--- config.mk ---
export PLATFORM = sky130hd
export DESIGN_NAME = boot_loader_ctrl_flat
export DESIGN_NICKNAME = d
export VERILOG_FILES = /design/src/rtl/boot_loader_ctrl_if.sv /design/src/rtl/boot_loader_ctrl.sv /design/src/flat_wrapper.sv
export SDC_FILE = /design/constraint.sdc
export NUM_CORES = 1
export LEC_CHECK = 0
export CAP_MARGIN = 15
export CORE_AREA = 2 2 115 117
export CTS_BUF_LIST = sky130_fd_sc_hd__clkbuf_8
export DETAILED_ROUTE_END_ITERATION = 16
export DIE_AREA = 0 0 117 119
export SYNTH_ARGS = -nofsm -noshare
export SYNTH_HDL_FRONTEND = slang
export SYNTH_SLANG_ARGS = --single-unit
--- constraint.sdc ---
create_clock -name clk -period 9.1 [get_ports clk]
set_input_delay 1.82 -clock clk [delete_from_list [all_inputs] [get_ports clk]]
set_output_delay 1.82 -clock clk [all_outputs]
set_load 0.03 [all_outputs]
--- src/rtl/boot_loader_ctrl_if.sv ---
// -----------------------------------------------------------------------------
// boot_loader_ctrl_if
//
// Bundles the two handshakes of the boot loader:
//   - byte stream from the UART/SPI receiver (rx_data, rx_valid, rx_ready)
//   - instruction RAM boot port (boot_req, boot_we, boot_be, boot_addr,
//     boot_wdata, boot_gnt)
//
// Modports:
//   master : the boot loader controller (consumes bytes, drives the RAM port)
//   slave  : the environment (byte source and RAM)
// -----------------------------------------------------------------------------
interface boot_loader_ctrl_if;

  logic [7:0]  rx_data;
  logic        rx_valid;
  logic        rx_ready;

  logic        boot_req;
  logic        boot_we;
  logic [3:0]  boot_be;
  logic [31:0] boot_addr;
  logic [31:0] boot_wdata;
  logic        boot_gnt;

  modport master (
    input  rx_data, rx_valid, boot_gnt,
    output rx_ready, boot_req, boot_we, boot_be, boot_addr, boot_wdata
  );

  modport slave (
    output rx_data, rx_valid, boot_gnt,
    input  rx_ready, boot_req, boot_we, boot_be, boot_addr, boot_wdata
  );

endinterface

--- src/rtl/boot_loader_ctrl.sv ---
// -----------------------------------------------------------------------------
// boot_loader_ctrl
//
// Boot sequencer for the instruction RAM boot port. Out of reset it holds the
// CPU in reset and owns the RAM primary port (rst_boot=1). It receives a framed
// program image as a byte stream:
//
//   SYNC_BYTE, N[7:0], N[15:8], N*4 data bytes (little-endian words)
//   [, checksum byte when BOOT_CSUM_EN is defined]
//
// and writes each assembled word to consecutive RAM word addresses. On success
// it releases the RAM port and, two cycles later, the CPU.
//
// Optional feature (compile-time macro): BOOT_CSUM_EN
//   defined   : a trailing checksum byte (sum mod 256 of all data bytes) is
//               checked; a mismatch ends in ERR with code 3.
//   undefined : no checksum state/accumulator; the last write goes to DONE.
//
// Parameters:
//   Depth       RAM size in words; maximum image length N
//   SYNC_BYTE   frame start marker
//   TIMEOUT_CYC inter-byte timeout in clk cycles (>= 2)
//
// Ports:
//   clk, rst_n   clock, asynchronous active-low reset
//   start        pulse; restarts boot from DONE or ERR, ignored elsewhere
//   bus          byte stream + RAM boot port (boot_loader_ctrl_if.master)
//   rst_boot     1 = RAM port owned by the boot side
//   cpu_rst_n    CPU reset, active-low
//   done         image loaded
//   err          load failed
//   err_code     0 none, 1 bad length, 2 timeout, 3 checksum
// -----------------------------------------------------------------------------
module boot_loader_ctrl #(
  parameter int unsigned Depth       = 128,
  parameter logic [7:0]  SYNC_BYTE   = 8'hA5,
  parameter int unsigned TIMEOUT_CYC = 100000
) (
  input  logic                      clk,
  input  logic                      rst_n,
  input  logic                      start,
  boot_loader_ctrl_if.master        bus,
  output logic                      rst_boot,
  output logic                      cpu_rst_n,
  output logic                      done,
  output logic                      err,
  output logic [1:0]                err_code
);

  localparam int unsigned       IDX_W    = $clog2(Depth + 1);
  localparam int unsigned       TMO_W    = $clog2(TIMEOUT_CYC + 1);
  localparam logic [15:0]       DEPTH_W  = 16'(Depth);
  localparam logic [TMO_W-1:0]  TMO_LAST = TMO_W'(TIMEOUT_CYC - 1);

  typedef enum logic [2:0] {
    S_SYNC,
    S_LEN0,
    S_LEN1,
    S_DATA,
    S_WRITE,
`ifdef BOOT_CSUM_EN
    S_CSUM,
`endif
    S_DONE,
    S_ERR
  } state_e;

  typedef enum logic [1:0] {
    ERR_NONE = 2'd0,
    ERR_LEN  = 2'd1,
    ERR_TMO  = 2'd2,
    ERR_CSUM = 2'd3
  } err_e;

  // ---------------------------------------------------------------------------
  // State and registered outputs
  // ---------------------------------------------------------------------------
  state_e             state_q, state_d;
  logic [15:0]        len_q, len_d;
  logic [IDX_W-1:0]   word_idx_q, word_idx_d;
  logic [1:0]         byte_idx_q, byte_idx_d;
  logic [TMO_W-1:0]   tmo_q, tmo_d;
  logic               settle_q, settle_d;
`ifdef BOOT_CSUM_EN
  logic [7:0]         csum_q, csum_d;
`endif

  logic               boot_req_q, boot_req_d;
  logic               boot_we_q, boot_we_d;
  logic [3:0]         boot_be_q, boot_be_d;
  logic [31:0]        boot_addr_q, boot_addr_d;
  logic [31:0]        boot_wdata_q, boot_wdata_d;
  logic               rst_boot_q, rst_boot_d;
  logic               cpu_rst_n_q, cpu_rst_n_d;
  logic               done_q, done_d;
  logic               err_q, err_d;
  logic [1:0]         err_code_q, err_code_d;

  // ---------------------------------------------------------------------------
  // Decodes
  // ---------------------------------------------------------------------------
  logic        timed;      // states where the inter-byte timeout runs
  logic        rx_ready_w;
  logic        rx_fire;
  logic [15:0] len_n;      // word count as it completes in LEN1
  logic        last_word;

  assign timed = (state_q == S_LEN0) || (state_q == S_LEN1) || (state_q == S_DATA)
`ifdef BOOT_CSUM_EN
              || (state_q == S_CSUM)
`endif
              ;

  assign rx_ready_w = (state_q == S_SYNC) || timed;
  assign rx_fire    = bus.rx_valid && rx_ready_w;
  assign len_n      = {bus.rx_data, len_q[7:0]};
  assign last_word  = (16'(word_idx_q) == (len_q - 16'd1));

  // ---------------------------------------------------------------------------
  // Next-state and output logic
  // ---------------------------------------------------------------------------
  logic enter_done;
  logic enter_err;
  err_e err_sel;
  logic restart;

  // NOTE: every variable assigned here gets a default first, so no path can
  // leave one unassigned and infer a latch.
  always_comb begin
    state_d      = state_q;
    len_d        = len_q;
    word_idx_d   = word_idx_q;
    byte_idx_d   = byte_idx_q;
    tmo_d        = '0;
    settle_d     = settle_q;
`ifdef BOOT_CSUM_EN
    csum_d       = csum_q;
`endif
    boot_req_d   = boot_req_q;
    boot_we_d    = boot_we_q;
    boot_be_d    = boot_be_q;
    boot_addr_d  = boot_addr_q;
    boot_wdata_d = boot_wdata_q;
    rst_boot_d   = rst_boot_q;
    cpu_rst_n_d  = cpu_rst_n_q;
    done_d       = done_q;
    err_d        = err_q;
    err_code_d   = err_code_q;
    enter_done   = 1'b0;
    enter_err    = 1'b0;
    err_sel      = ERR_NONE;
    restart      = 1'b0;

    // Counter restarts on every accepted byte and on every state entry
    // (tmo_d defaults to zero); it only advances while idling in a timed state.
    if (timed && !rx_fire) begin
      if (tmo_q == TMO_LAST) begin
        enter_err = 1'b1;
        err_sel   = ERR_TMO;
      end else begin
        tmo_d = tmo_q + TMO_W'(1);
      end
    end

    case (state_q)
      S_SYNC: begin
        if (rx_fire && (bus.rx_data == SYNC_BYTE)) state_d = S_LEN0;
      end

      S_LEN0: begin
        if (rx_fire) begin
          len_d[7:0] = bus.rx_data;
          state_d    = S_LEN1;
        end
      end

      S_LEN1: begin
        if (rx_fire) begin
          len_d = len_n;
          if ((len_n == 16'd0) || (len_n > DEPTH_W)) begin
            enter_err = 1'b1;
            err_sel   = ERR_LEN;
          end else begin
            state_d    = S_DATA;
            word_idx_d = '0;
            byte_idx_d = '0;
`ifdef BOOT_CSUM_EN
            csum_d     = '0;
`endif
          end
        end
      end

      S_DATA: begin
        if (rx_fire) begin
          boot_wdata_d[{byte_idx_q, 3'b000} +: 8] = bus.rx_data;
          byte_idx_d = byte_idx_q + 2'd1;
`ifdef BOOT_CSUM_EN
          csum_d     = csum_q + bus.rx_data;
`endif
          if (byte_idx_q == 2'd3) begin
            state_d     = S_WRITE;
            boot_req_d  = 1'b1;
            boot_we_d   = 1'b1;
            boot_be_d   = 4'hF;
            boot_addr_d = 32'(word_idx_q) << 2;
          end
        end
      end

      // Request, address and data stay put until the RAM grants; the grant is
      // a registered echo of the request, so at least one wait cycle occurs.
      S_WRITE: begin
        if (bus.boot_gnt) begin
          boot_req_d = 1'b0;
          boot_we_d  = 1'b0;
          if (last_word) begin
`ifdef BOOT_CSUM_EN
            state_d    = S_CSUM;
`else
            enter_done = 1'b1;
`endif
          end else begin
            word_idx_d = word_idx_q + IDX_W'(1);
            state_d    = S_DATA;
          end
        end
      end

`ifdef BOOT_CSUM_EN
      S_CSUM: begin
        if (rx_fire) begin
          if (bus.rx_data == csum_q) begin
            enter_done = 1'b1;
          end else begin
            enter_err = 1'b1;
            err_sel   = ERR_CSUM;
          end
        end
      end
`endif

      // The CPU leaves reset two cycles after the port mux switches away from
      // the boot side, so the RAM path has settled before the first fetch.
      S_DONE: begin
        if (start) begin
          restart = 1'b1;
        end else begin
          if (settle_q) cpu_rst_n_d = 1'b1;
          settle_d = 1'b1;
        end
      end

      S_ERR: begin
        if (start) restart = 1'b1;
      end

      default: state_d = S_SYNC;
    endcase

    if (enter_done) begin
      state_d    = S_DONE;
      done_d     = 1'b1;
      rst_boot_d = 1'b0;
      settle_d   = 1'b0;
    end

    if (enter_err) begin
      state_d    = S_ERR;
      err_d      = 1'b1;
      err_code_d = err_sel;
    end

    if (restart) begin
      state_d     = S_SYNC;
      rst_boot_d  = 1'b1;
      cpu_rst_n_d = 1'b0;
      done_d      = 1'b0;
      err_d       = 1'b0;
      err_code_d  = ERR_NONE;
      len_d       = '0;
      word_idx_d  = '0;
      byte_idx_d  = '0;
      settle_d    = 1'b0;
`ifdef BOOT_CSUM_EN
      csum_d      = '0;
`endif
    end
  end

  // ---------------------------------------------------------------------------
  // State register
  // ---------------------------------------------------------------------------
  // NOTE: sequential state uses non-blocking assignments so every flop samples
  // the pre-edge values regardless of process ordering.
  always_ff @(posedge clk or negedge rst_n) begin
    if (!rst_n) begin
      state_q      <= S_SYNC;
      len_q        <= '0;
      word_idx_q   <= '0;
      byte_idx_q   <= '0;
      tmo_q        <= '0;
      settle_q     <= 1'b0;
`ifdef BOOT_CSUM_EN
      csum_q       <= '0;
`endif
      boot_req_q   <= 1'b0;
      boot_we_q    <= 1'b0;
      boot_be_q    <= '0;
      boot_addr_q  <= '0;
      boot_wdata_q <= '0;
      rst_boot_q   <= 1'b1;
      cpu_rst_n_q  <= 1'b0;
      done_q       <= 1'b0;
      err_q        <= 1'b0;
      err_code_q   <= ERR_NONE;
    end else begin
      state_q      <= state_d;
      len_q        <= len_d;
      word_idx_q   <= word_idx_d;
      byte_idx_q   <= byte_idx_d;
      tmo_q        <= tmo_d;
      settle_q     <= settle_d;
`ifdef BOOT_CSUM_EN
      csum_q       <= csum_d;
`endif
      boot_req_q   <= boot_req_d;
      boot_we_q    <= boot_we_d;
      boot_be_q    <= boot_be_d;
      boot_addr_q  <= boot_addr_d;
      boot_wdata_q <= boot_wdata_d;
      rst_boot_q   <= rst_boot_d;
      cpu_rst_n_q  <= cpu_rst_n_d;
      done_q       <= done_d;
      err_q        <= err_d;
      err_code_q   <= err_code_d;
    end
  end

  // ---------------------------------------------------------------------------
  // Outputs
  // ---------------------------------------------------------------------------
  assign bus.rx_ready   = rx_ready_w;
  assign bus.boot_req   = boot_req_q;
  assign bus.boot_we    = boot_we_q;
  assign bus.boot_be    = boot_be_q;
  assign bus.boot_addr  = boot_addr_q;
  assign bus.boot_wdata = boot_wdata_q;
  assign rst_boot       = rst_boot_q;
  assign cpu_rst_n      = cpu_rst_n_q;
  assign done           = done_q;
  assign err            = err_q;
  assign err_code       = err_code_q;

endmodule

--- src/flat_wrapper.sv ---
// flat-port wrapper written by rule: the top's interface ports become plain ports
module boot_loader_ctrl_flat 
#(
  parameter int unsigned Depth       = 128,
  parameter logic [7:0]  SYNC_BYTE   = 8'hA5,
  parameter int unsigned TIMEOUT_CYC = 100000
)
  (clk, rst_n, start, rst_boot, cpu_rst_n, done, err, err_code, bus_rx_data, bus_rx_valid, bus_boot_gnt, bus_rx_ready, bus_boot_req, bus_boot_we, bus_boot_be, bus_boot_addr, bus_boot_wdata);
  boot_loader_ctrl_if bus_i ();
  input  logic clk;
  input  logic rst_n;
  input  logic start;
  output logic rst_boot;
  output logic cpu_rst_n;
  output logic done;
  output logic err;
  output logic [1:0] err_code;
  input wire logic [$bits(bus_i.rx_data)-1:0] bus_rx_data;
  input wire logic [$bits(bus_i.rx_valid)-1:0] bus_rx_valid;
  input wire logic [$bits(bus_i.boot_gnt)-1:0] bus_boot_gnt;
  output wire logic [$bits(bus_i.rx_ready)-1:0] bus_rx_ready;
  output wire logic [$bits(bus_i.boot_req)-1:0] bus_boot_req;
  output wire logic [$bits(bus_i.boot_we)-1:0] bus_boot_we;
  output wire logic [$bits(bus_i.boot_be)-1:0] bus_boot_be;
  output wire logic [$bits(bus_i.boot_addr)-1:0] bus_boot_addr;
  output wire logic [$bits(bus_i.boot_wdata)-1:0] bus_boot_wdata;
  assign bus_i.rx_data = bus_rx_data;
  assign bus_i.rx_valid = bus_rx_valid;
  assign bus_i.boot_gnt = bus_boot_gnt;
  assign bus_rx_ready = bus_i.rx_ready;
  assign bus_boot_req = bus_i.boot_req;
  assign bus_boot_we = bus_i.boot_we;
  assign bus_boot_be = bus_i.boot_be;
  assign bus_boot_addr = bus_i.boot_addr;
  assign bus_boot_wdata = bus_i.boot_wdata;
  boot_loader_ctrl #(.Depth(Depth), .SYNC_BYTE(SYNC_BYTE), .TIMEOUT_CYC(TIMEOUT_CYC)) u_core (.clk(clk), .rst_n(rst_n), .start(start), .bus(bus_i), .rst_boot(rst_boot), .cpu_rst_n(cpu_rst_n), .done(done), .err(err), .err_code(err_code));
endmodule
==> results of run 1 <==
cells in the mapped netlist (all sizes together), types with 2 or more instances:
| library cell | n |
|---|---|
| a211oi | 2 |
| a21o | 4 |
| a21oi | 17 |
| a31o | 2 |
| a31oi | 5 |
| and3 | 5 |
| buf | 35 |
| clkbuf | 16 |
| dfrtp | 94 |
| ha | 10 |
| inv | 19 |
| mux2 | 9 |
| mux2i | 2 |
| nand2 | 98 |
| nand2b | 7 |
| nand3 | 27 |
| nand4 | 3 |
| nor2 | 41 |
| nor2b | 2 |
| nor3 | 9 |
| nor3b | 3 |
| nor4 | 7 |
| o211ai | 2 |
| o21ai | 61 |
| o31ai | 7 |
| o41ai | 2 |
| or2 | 4 |
| or3 | 10 |
| or3b | 2 |
| or4 | 7 |
| xnor2 | 13 |
| xor2 | 11 |
per-stage QoR:
step / utilization / area (sq um)
floorplan: - / 5090
global placement: 0.4392 / 5654
detailed placement: 0.4392 / 5654
CTS: 0.4564 / 5876
global route: 0.4564 / 5876
finish: 0.4564 / 5876
critical path, delay by kind of cell:
kind,cells,cell delay [ns]
buffers and inverters,1,0.58
AOI/OAI and AO/OA,6,1.55
and+or+nand+nor,1,0.62
worst max path at each step:
stage	slack, ns	to
4_1_cts	4.81	u_core.state_q[1]
3_5_place_dp	4.41	u_core.state_q[1]
5_1_grt	4.68	u_core.word_idx_q[3]
3_3_place_gp	4.51	u_core.state_q[1]
2_1_floorplan	5.23	u_core.state_q[1]
6_report	4.80	u_core.state_q[1]
cell families (layout without fill, tap and decap cells):
logic type                 count (synthesis)  after routing  synth area share
muxes                                     11             11           0.02426
and+or+nand+nor                          228            228            0.2186
adders and majority gates                 10             10           0.02501
other                                      1             24         0.0007495
xor gates and xnor gates                  24             24           0.04201
buffers and inverters                     70            101           0.07652
AOI/OAI and AO/OA                        114            114            0.1375
DFF                                       95             95            0.4754
routing by layer:
metal | global-route usage | wire length [microns] | vias to the layer above
met3 | 0.02850 | 527 | 15
met1 | 0.2527 | 5382 | 1931
met4 | 0.06985 | 213 | 0
li1 | - | - | 1949
met5 | 0 | 0 | -
met2 | 0.2738 | 5656 | 111
area by class of cell:
cell class / count / area [sq um]
sequential: 95 / 2379
inverter: 19 / 71.32
clock buffer: 9 / 123.9
clock inverter: 7 / 97.59
multi-input combinational: 411 / 2328
timing repair buffer: 66 / 655.6
fill: 1265 / 6999
tap: 176 / 220.2
flip-flops by register name, summed over array words and instances, names as in the netlist:
signal                 flops
u_core.bus.boot_addr       8
u_core.rst_boot            1
u_core.len_q              16
u_core.err_code            2
u_core.word_idx_q          8
u_core.state_q             3
u_core.bus.boot_wdata     32
u_core.done                1
u_core.bus.boot_req        1
u_core.cpu_rst_n           1
u_core.byte_idx_q          2
u_core.settle_q            1
u_core.err                 1
u_core.tmo_q              17
u_core.bus.boot_be         1
layout by cell type, fill, tap and decap left out, drive strengths merged, types with 10 or more instances in the layout:
| master | Yosys | routed |
|---|---|---|
| dfrtp | 94 | 94 |
| nor2 | 41 | 41 |
| o21ai | 61 | 61 |
| a21oi | 17 | 17 |
| ha | 10 | 10 |
| xor2 | 11 | 11 |
| conb | 1 | 24 |
| nand3 | 27 | 27 |
| xnor2 | 13 | 13 |
| inv | 19 | 19 |
| nand2 | 98 | 98 |
| or3 | 10 | 10 |
| clkdlybuf4s50 | 0 | 64 |
report_power, final:
part | internal (mW) | switching (mW)
clock | 0.155 | 0.156
sequential | 0.496 | 0.0995
combinational | 0.229 | 0.362
total | 0.881 | 0.617
==> impl_metrics.toml, run 1 <==
[status]
status = "finished, final reports clean"

[detailed_routing]
wl_per_cell_microns = 15.04
drt-total-wl_microns = 11780
ant_nets = 0
drtIter0Drc = 248
dr.pass1.iters = 5
vias_per_cell = 5.116
drcViolationCount = 0
vias = 4006

[floorplan]
num_rows = 42
die_h_microns = 119
chipWidth_microns = 117
num_io_pins = 90
dieArea_sq_um = 13920
core-area_sq_um = 12870
start_util = 0.3886

[timing]
fin_hold_ws_ns = 0.4912
max_freq_mhz = 232.3
drv_slew = 0
hold_viol_final = 0
fin_setup_tns_ns = 0
fin_crit_sh = 0.4730
rsz0062_at_grt = "false"
timing.final.crit_period_ns = 4.305
setup_violations = 0
fin_skew_ns = 0.01042
relSlewSlack = 0.2617
setup_ws_ns = 4.795
tightest_slew_ns = 1.105

[global_routing]
track_usage = 0.1787
grt_pass1_vias = 3916
antenna_found_initial = 0
grt_max_degree = 59
grt-ovfl-total = 0
grt_pass1_wl_microns = 19590

[logic_synthesis]
synth_edf_count = 0
ys_seq_area_frac = 0.4754
synthTopCellsByArea = "dfrtp_1 47%, nand2_1 7.4%, o21ai_0 5.5%"
syn-instance-count = 553
yosys_warnings = 0
avgSynthCellArea_sq_um = 9.048
async_flop_share = 1.000
ys_ff_latch = 95
netlist_area_sq_um = 5004
yosysTopAreaCellShare = 0.4701
yosys.area.top_type = "dfrtp_1"
synth_cell_type_count = 62
ys.flop_type = "dfrtp_1"

[clocking]
clk_latency_ns = 0.38
cts_resized = 0
clockBufferDepth = 2
cts-buffers-inserted = 9
clk_pin_slew_ns = 0.10
cts_setup_buffers = 0
cts_tree = "done"
cts-htree-levels = 3
cts_hold_buf = 0
clock_sinks = 95
cts_root_buffer = "clkbuf_8"

[setup_path]
worst-path-max-fanout = 7
cp-end-kind = "flop"
r2r_end = "u_core.state_q[1]"
r2r_cells = 9
worstSetupPathType = "in2reg"
r2r_start = "u_core.len_q[0]"
critical_path_required_ns = 9.37
cp-start-kind = "input pin"
worst-r2r-setup-slack_ns = 5.70
crit_path_top_delay_cell = "or4_1"
crit_chain = "clkdlybuf4s50_1 > or4_1 > a311oi_1 > a21boi_1 > a21oi_1 > o31ai_1 > a31o_1 > a2111o_1"
setup.worst_path.start = "bus_rx_data[3]"
cp.arrival_ns = 4.58
max_stage_delay_ns = 0.62

[pwr]
leakagePower_nw = 2.439
ir_drop_uv = 106.7
power_density_nw_per_um2 = 255.0
fin_total_pwr_mw = 1.498

[place]
place_hpwl_microns = 8484
place_inst = 767
post-place-ws_ns = 4.405
io_buffers = 65
place_congestion = 0.8608

[finish]
final_cells = 783
area_growth_pct = 17.43
layout-drive-gt1-share = 0.07084
num-nets-final = 625
diodes = 0

[job]
drv_cap = 0

[hold_path]
min_from = "u_core.err_code[1]"
min_delay_path_depth = 1
hp-class = "reg2reg"
min_to = "u_core.err_code[1]"
Note: power is estimated with default switching activity, not from simulation.
==> inputs of run 2 (changes only) <==
Clock period 9.1 ns to 4.1 ns, I/O delays scaled along.
==> run 2 against run 1 <==
Register-to-register slack worse by 5.0 ns. Sequential share of layout area is 0.39 points lower. Clock-buffer cell count stayed put. Largest cell class unchanged.
==> impl_metrics.toml, run 2 (synthesis gave the netlist of run 1 again) <==
[status]
status = "finished, final reports clean"

[detailed_routing]
ant_nets = 0
drt-met1-wl_microns = 5464
wl_met2_microns = 5840
wl_per_cell_microns = 15.27
vias_per_cell = 5.105
wl_met3_microns = 542
vias = 4023
drt-total-wl_microns = 12030
drtIter0Drc = 282
dr.pass1.iters = 4
drcViolationCount = 0
highest_layer = "met4"

[global_routing]
grt_pass1_vias = 3978
grt_max_degree = 59
grt_pass1_wl_microns = 20090
antenna_found_initial = 0
track_usage = 0.1841
grt-ovfl-total = 0

[clocking]
cts-buffers-inserted = 9
cts_setup_buffers = 0
cts_tree = "done"
cts-htree-levels = 3
clk_latency_ns = 0.39
clk_pin_slew_ns = 0.10
clockBufferDepth = 2
clock_sinks = 95
cts_hold_buf = 0
cts_root_buffer = "clkbuf_8"
cts_resized = 0

[hold_path]
min_to = "u_core.bus.boot_wdata[6]"
min_from = "u_core.bus.boot_wdata[6]"
hp-class = "reg2reg"
min_delay_path_depth = 2

[finish]
num-nets-final = 631
final_cell_mix = "98 x nand2_1, 94 x dfrtp_1, 64 x clkdlybuf4s50_1"
fill_cells = 1267
design_area_sq_um = 5933
area_growth_pct = 18.58
multiInputGateArea_sq_um = 2328
diodes = 0
largest_reg_flops = 32
layout-drive-gt1-share = 0.07680
final_common_cell = "nand2_1"
seq_area_sq_um = 2379

[timing]
timing.final.crit_period_ns = 3.397
max_freq_mhz = 294.4
fin_setup_tns_ns = 0
rsz0062_at_grt = "false"
setup_violations = 0
relSlewSlack = 0.3118
fin_skew_ns = 0.01691
drv_slew = 0
hold_viol_final = 0
fin_hold_ws_ns = 0.4866
tightest_slew_ns = 1.030
fin_crit_sh = 0.8285

[floorplan]
dieArea_sq_um = 13920
core-area_sq_um = 12870
num_io_pins = 90
num_rows = 42
chipWidth_microns = 117
start_util = 0.3886
die_h_microns = 119

[pwr]
ir_drop_uv = 241.4
leakagePower_nw = 2.481
fin_total_pwr_mw = 3.393
power_density_nw_per_um2 = 571.8

[setup_path]
crit_chain = "or3b_1 > nor3_1 > nand3_1 > or4_4 > o31ai_1 > nor4_1 > a2111o_1"
critical_path_required_ns = 4.38
max_stage_delay_ns = 0.68
worst-path-max-fanout = 17
r2r_cells = 7
r2r_end = "u_core.state_q[1]"
worst-r2r-setup-slack_ns = 0.70
crit_path_top_delay_cell = "dfrtp_1"
cp-end-kind = "flop"
r2r_start = "u_core.state_q[2]"
worstSetupPathType = "reg2reg"
crit_buf_inv = 0
cp-start-kind = "flop"
cp_top_family = "simple AND/OR/NAND/NOR gates"
cp.arrival_ns = 3.67

[place]
place_congestion = 0.8473
place_hpwl_microns = 8567
io_buffers = 65
place_area_sq_um = 5692

[job]
drv_cap = 0
==> run 2: cell types whose count changed in the layout (fill, tap and decap cells not counted) <==
| cell | change |
|---|---|
| bufinv_16 | +1 |
| clkinv_4 | -2 |
| inv_1 | +1 |
| clkinv_2 | -1 |
| buf_4 | +6 |
| inv_6 | +1 |
| clkinvlp_4 | -1 |
==> run 2: worst max-delay path by stage <==
| stage | start | endpoint | cells past startpoint |
|---|---|---|---|
| floorplan | u_core.len_q[0] | u_core.state_q[1] | 9 |
| global placement | bus_rx_data[3] | u_core.state_q[1] | 8 |
| detailed placement | bus_rx_data[6] | u_core.word_idx_q[7] | 8 |
| CTS | u_core.len_q[0] | u_core.state_q[1] | 9 |
| global route | u_core.len_q[0] | u_core.state_q[1] | 9 |
| finish | u_core.state_q[2] | u_core.state_q[1] | 7 |
==> run 2: layer usage <==
layer,GRT usage,up-vias
met1,0.2504,1969
met5,0,-
met2,0.2883,84
li1,-,1955
met3,0.05038,15
met4,0.05147,0
==> run 2: tightest hold or removal path, stage by stage (launching register included) <==
cell and delay, ns:
dfrtp_1 0.35, nand2_1 0.04, o21ai_0 0.06
==> run 2: per-stage QoR <==
step / utilization / cells / worst slack [ns]
CTS: 0.4603 / 787 / 0.6964
detailed placement: 0.4421 / 772 / 0.3853
finish: 0.4608 / 788 / 0.7032
global placement: 0.4421 / 772 / 0.4950
floorplan: - / 576 / 1.061
global route: 0.4608 / 788 / 0.5061
==> run 2: power by group <==
part	total, mW	switching [mW]	internal [mW]
Sequential	1.33	0.227	1.10
Combinational	1.33	0.807	0.518
Clock	0.739	0.337	0.402
==> run 2: cell type report <==
| class | instances | share of cell area |
|---|---|---|
| Clock buffer | 9 | 0.02088 |
| Inverter | 19 | 0.01202 |
| Tap cell | 176 | 0.03712 |
| Clock inverter | 6 | 0.01856 |
| Sequential cell | 95 | 0.4009 |
| Timing Repair Buffer | 72 | 0.1181 |
| Multi-Input combinational cell | 411 | 0.3924 |
